--- src/rtl/mem_req_ctrl.sv ---
// CPU-side memory access controller: aligns a load/store onto a 32-bit memory port,
// holds the request until ack or timeout, and returns a one-cycle ready/err pulse.
module mem_req_ctrl #(
  parameter int unsigned TIMEOUT = 255
) (
  input  logic        clk,
  input  logic        rst_n,
  input  logic        enable,
  input  logic        write,
  input  logic [1:0]  size,
  input  logic [31:0] addr,
  input  logic [31:0] wdata,
  output logic        ready,
  output logic [31:0] rdata,
  output logic        err,
  output logic        mem_req,
  output logic        mem_we,
  output logic [3:0]  mem_be,
  output logic [31:0] mem_addr,
  output logic [31:0] mem_wdata,
  input  logic        mem_ack,
  input  logic [31:0] mem_rdata
);

  localparam int unsigned CNT_W = 8;
  localparam logic [CNT_W-1:0] LAST_WAIT = CNT_W'(TIMEOUT - 1);

  typedef enum logic [1:0] {
    S_IDLE = 2'd0,
    S_REQ  = 2'd1,
    S_DONE = 2'd2
  } state_t;

  state_t           r_state, w_state;
  logic             r_write, w_write;
  logic [CNT_W-1:0] r_wait, w_wait;
  logic             r_ready, w_ready;
  logic             r_err, w_err;
  logic [31:0]      r_rdata, w_rdata;
  logic             r_mem_req, w_mem_req;
  logic             r_mem_we, w_mem_we;
  logic [3:0]       r_mem_be, w_mem_be;
  logic [31:0]      r_mem_addr, w_mem_addr;
  logic [31:0]      r_mem_wdata, w_mem_wdata;

  logic             w_illegal;
  logic [3:0]       w_lane_be;

  // Lane decode of the incoming CPU request
  always_comb begin
    w_illegal = 1'b0;
    w_lane_be = 4'h0;
    case (size)
      2'd0: w_lane_be = 4'b0001 << addr[1:0];
      2'd1: begin
        w_lane_be = 4'b0011 << addr[1:0];
        w_illegal = addr[0];
      end
      2'd2: begin
        w_lane_be = 4'b1111;
        w_illegal = (addr[1:0] != 2'b00);
      end
      default: w_illegal = 1'b1;
    endcase
  end

  // Next state and next values of every registered output
  always_comb begin
    w_state     = r_state;
    w_write     = r_write;
    w_wait      = r_wait;
    w_ready     = 1'b0;
    w_err       = 1'b0;
    w_rdata     = 32'h0;
    w_mem_req   = r_mem_req;
    w_mem_we    = r_mem_we;
    w_mem_be    = r_mem_be;
    w_mem_addr  = r_mem_addr;
    w_mem_wdata = r_mem_wdata;

    case (r_state)
      S_IDLE: begin
        if (enable) begin
          w_write = write;
          if (w_illegal) begin
            w_state = S_DONE;
            w_ready = 1'b1;
            w_err   = 1'b1;
          end else begin
            w_state     = S_REQ;
            w_wait      = '0;
            w_mem_req   = 1'b1;
            w_mem_we    = write;
            w_mem_be    = w_lane_be;
            w_mem_addr  = {addr[31:2], 2'b00};
            w_mem_wdata = wdata << {addr[1:0], 3'b000};
          end
        end
      end
      S_REQ: begin
        if (mem_ack || (r_wait == LAST_WAIT)) begin
          // ack takes priority over a coinciding timeout
          w_state     = S_DONE;
          w_ready     = 1'b1;
          w_err       = ~mem_ack;
          w_rdata     = (mem_ack && !r_write) ? mem_rdata : 32'h0;
          w_mem_req   = 1'b0;
          w_mem_we    = 1'b0;
          w_mem_be    = 4'h0;
          w_mem_addr  = 32'h0;
          w_mem_wdata = 32'h0;
        end
        if (!mem_ack) begin
          w_wait = r_wait + CNT_W'(1);
        end
      end
      S_DONE: begin
        w_state = S_IDLE;
      end
      default: begin
        w_state = S_IDLE;
      end
    endcase
  end

  always_ff @(posedge clk) begin
    if (!rst_n) begin
      r_state     <= S_IDLE;
      r_write     <= 1'b0;
      r_wait      <= '0;
      r_ready     <= 1'b0;
      r_err       <= 1'b0;
      r_rdata     <= 32'h0;
      r_mem_req   <= 1'b0;
      r_mem_we    <= 1'b0;
      r_mem_be    <= 4'h0;
      r_mem_addr  <= 32'h0;
      r_mem_wdata <= 32'h0;
    end else begin
      r_state     <= w_state;
      r_write     <= w_write;
      r_wait      <= w_wait;
      r_ready     <= w_ready;
      r_err       <= w_err;
      r_rdata     <= w_rdata;
      r_mem_req   <= w_mem_req;
      r_mem_we    <= w_mem_we;
      r_mem_be    <= w_mem_be;
      r_mem_addr  <= w_mem_addr;
      r_mem_wdata <= w_mem_wdata;
    end
  end

  assign ready     = r_ready;
  assign err       = r_err;
  assign rdata     = r_rdata;
  assign mem_req   = r_mem_req;
  assign mem_we    = r_mem_we;
  assign mem_be    = r_mem_be;
  assign mem_addr  = r_mem_addr;
  assign mem_wdata = r_mem_wdata;

endmodule

--- config.mk ---
export PLATFORM = sky130hd
export DESIGN_NAME = mem_req_ctrl
export DESIGN_NICKNAME = d
export VERILOG_FILES = /design/src/rtl/mem_req_ctrl.sv
export SDC_FILE = /design/constraint.sdc
export NUM_CORES = 1
export LEC_CHECK = 0
export CORE_ASPECT_RATIO = 0.7
export CORE_UTILIZATION = 30
export CTS_CLUSTER_SIZE = 8
export DETAILED_ROUTE_END_ITERATION = 7
export PLACE_DENSITY_LB_ADDON = 0.08
export SKIP_CTS_REPAIR_TIMING = 1
export SYNTH_ARGS = -nofsm -noshare
export SYNTH_HDL_FRONTEND = slang
export SYNTH_SLANG_ARGS = --single-unit
export TNS_END_PERCENT = 1
--- constraint.sdc ---
create_clock -name clk -period 2.5 [get_ports clk]
set_input_delay 0.25 -clock clk [delete_from_list [all_inputs] [get_ports clk]]
set_output_delay 0.25 -clock clk [all_outputs]
set_load 0.005 [all_outputs]
==> key figures <==
Timing
  • Clock Skew: 0.01436 ns
  • Final Hold Fails: 0
  • Fin crit period: 1.883 ns
  • PnR worst setup slack: 0.6170 ns
  • Min Hold Slack: 0.4122 ns
  • Max Fclk: 0.5311 GHz
  • Slew HR: 49.98%
  • Max-slew violation count: 0
  • Final period utilization: 75.32%
  • Final setup fails: 0
  • RSZ-0062 raised after global routing: false
  • Least-Margin Pin Slew: 0.7488 ns
  • Sum Neg Setup Slack: 0 ns

Pwr
  • Max VDD drop: 0.3478 mV
  • Pwr dens: 725.6 nW/um2
  • Lkg Pwr: 0.002959 uW

Detailed routing
  • Final WL: 13.12 mm
  • Number of remaining DRC errors: 0
  • Post-route ant nets: 0
  • Vias/cell: 4.708
  • Via count: 4054
  • Highest routed layer: met4
  • Routed WL per cell: 15.24 um
  • Initial DRC count: 166
  • Pre-antenna DRT Iters: 4
  • Met3 WL: 1.128 mm
  • Routed wl met2: 5.426 mm
  • WL met1: 6.505 mm

Clock tree
  • H-tree levels: 4
  • CTS tree: done
  • Clock-pin slew on the worst setup and hold paths: 0.06 ns
  • CTS Root Cell: clkbuf_16
  • CTS max path bufs: 2
  • CTS buffer count: 17
  • Sink Count: 113
  • Worst skew pair latency: 0.40 ns

Floorplanning
  • Die Area: 15600 um2
  • Core Rows: 37
  • Top Ports: 207
  • Die width: 148.9 um
  • Die height: 104.8 um
  • Placeable Area: 14720 um2
  • Initial core utilization: 30.78%

Placement
  • Final GP Congestion: 0.8110
  • Dpl ws: 0.3521 ns
  • Placed cells: 829
  • Post-DP Area: 6793 um2
  • Count of input and output buffers: 204
  • Dpl hpwl: 9.562 mm

Logic synthesis
  • Post-synthesis cell count: 448
  • Synth warnings: 0
  • Leading area contributor after synthesis: dfxtp_1
  • Post-synth EDFFs: 0
  • List of most frequent post-synthesis cells: 113 x dfxtp_1, 70 x nand2_1, 51 x mux2i_1
  • Async SR Flop Fraction: 0%
  • Most instantiated library cell after synthesis: dfxtp_1
  • Top cell type's share of synthesized area: 49.93%
  • Synth area leaders: dfxtp_1 50%, mux2i_1 11%, a22o_1 6.2%
  • Cell variety after synth: 46
  • Yosys reg bits: 113
  • Synthesized area per cell: 10.11 um2
  • Cell Area, Synth: 4531 um2
  • Post-synth top flop: dfxtp_1
  • Seq/Total Area, Yosys: 49.93%

Critical path
  • Worst Path Arrival: 2.22 ns
  • R2R setup slack: 0.62 ns
  • Type of destination of the critical path: register
  • FF-to-FF End: mem_addr[4]
  • Worst reg2reg path depth: 5
  • CP startpoint kind: register
  • Reg2reg start: r_state[0]
  • CP Max Fanout: 33
  • Kind of critical path: register to register
  • WP data required: 2.84 ns

GRT
  • Global-route wire length before repair: 20.76 mm
  • Initial antenna violation count: 0
  • Largest net degree at the start of global routing: 34
  • Vias in the first global route: 3968
  • GR Overflow Total: 0
  • Global-route usage over all layers: 17.07%

Layout
  • Layout area overhead: 64.35%
  • Design area: 7446 um2
  • Fill cells: 1361
  • Final non-filler cell total: 861
  • Nets@finish: 758
  • Layout cells sized above 1: 9.159%
  • N_diodes: 0

Hold path
  • Min-delay src: mem_rdata[30]
  • Hold Path End: rdata[30]
  • Min-Delay Path Class: primary input to register
  • Hold Path Depth: 2

Flow run
  • Max-cap check violation count: 0

Status
  • Status: finished, final reports clean
## per-layer routing
metal	GRT usage, %	up-vias
met1	23.55	1905
li1	-	1997
met2	24.55	147
met5	0	-
met4	5.029	0
met3	6.201	5
## where the power goes
| part | internal (uW) | switching [uW] |
|---|---|---|
| logic | 473 | 326 |
| registers | 1900 | 57.0 |
| clock network | 1800 | 843 |
## placed cells by master, fill, tap and decap left out, types with 3 or more instances in the layout
master / netlist / final
o2bb2ai_1: 8 / 8
nand3_1: 6 / 5
o31ai_1: 5 / 5
buf_12: 0 / 4
nor2_1: 13 / 13
or4_1: 3 / 3
clkdlybuf4s50_1: 0 / 204
dfxtp_1: 113 / 113
clkinv_4: 0 / 4
nor3_1: 5 / 4
mux2_2: 8 / 8
inv_1: 3 / 3
clkbuf_16: 0 / 17
bufinv_16: 0 / 5
a22o_1: 32 / 32
mux2i_1: 51 / 51
o21ai_0: 4 / 4
and2_1: 33 / 33
a21oi_1: 9 / 9
nand2_1: 70 / 70
o211ai_1: 10 / 10
buf_4: 7 / 14
nand2b_1: 4 / 4
## kinds of logic after synthesis
kind of cell / count (synthesis) / synth area share, %
simple gates: 147 / 16.07
mux: 59 / 13.26
buf+inv: 41 / 5.247
fa+ha+maj: 2 / 0.5522
other cells: 1 / 0.08277
flops: 113 / 49.93
compound gates: 85 / 14.86
## sequential cells by signal (all words and copies together), names as in the netlist
register   cells
err            1
rdata         32
mem_addr      30
mem_we         1
mem_wdata     32
r_wait         8
ready          1
r_write        1
mem_be         4
r_state        2
mem_req        1
## critical path: stages, from the launching register on
cell	delay, ns
dfxtp_1	0.49
nor3b_2	0.41
o21ai_1	0.26
a31oi_2	0.28
buf_12	0.22
a22o_1	0.16
## per-stage QoR
step           utilization, %  total power (uW)
2_1_floorplan               -              2347
3_3_place_gp            46.14              2787
3_5_place_dp            46.14              2795
4_1_cts                 50.58              5475
5_1_grt                 50.58              5629
6_report                50.58              5403
## layout make-up
class / instances / area (um2) / share of cell area (%)
Sequential cell: 113 / 2262 / 30.38
Timing Repair Buffer: 222 / 2227 / 29.91
Multi-Input combinational cell: 295 / 2044 / 27.46
Clock buffer: 20 / 446.7 / 5.999
Tap cell: 195 / 244.0 / 3.277
Clock inverter: 12 / 206.4 / 2.773
Inverter: 4 / 15.01 / 0.2016
## how the worst max path moves through the flow
stage               start            end  cells past startpoint
2_1_floorplan  r_state[1]      mem_be[3]                      7
3_3_place_gp      mem_ack      mem_be[0]                      6
3_5_place_dp      mem_ack      mem_be[0]                      6
4_1_cts        r_state[0]      mem_be[0]                      5
5_1_grt        r_state[0]  mem_wdata[21]                      5
6_report       r_state[0]    mem_addr[4]                      5
Power figures use the tool's default switching activity.
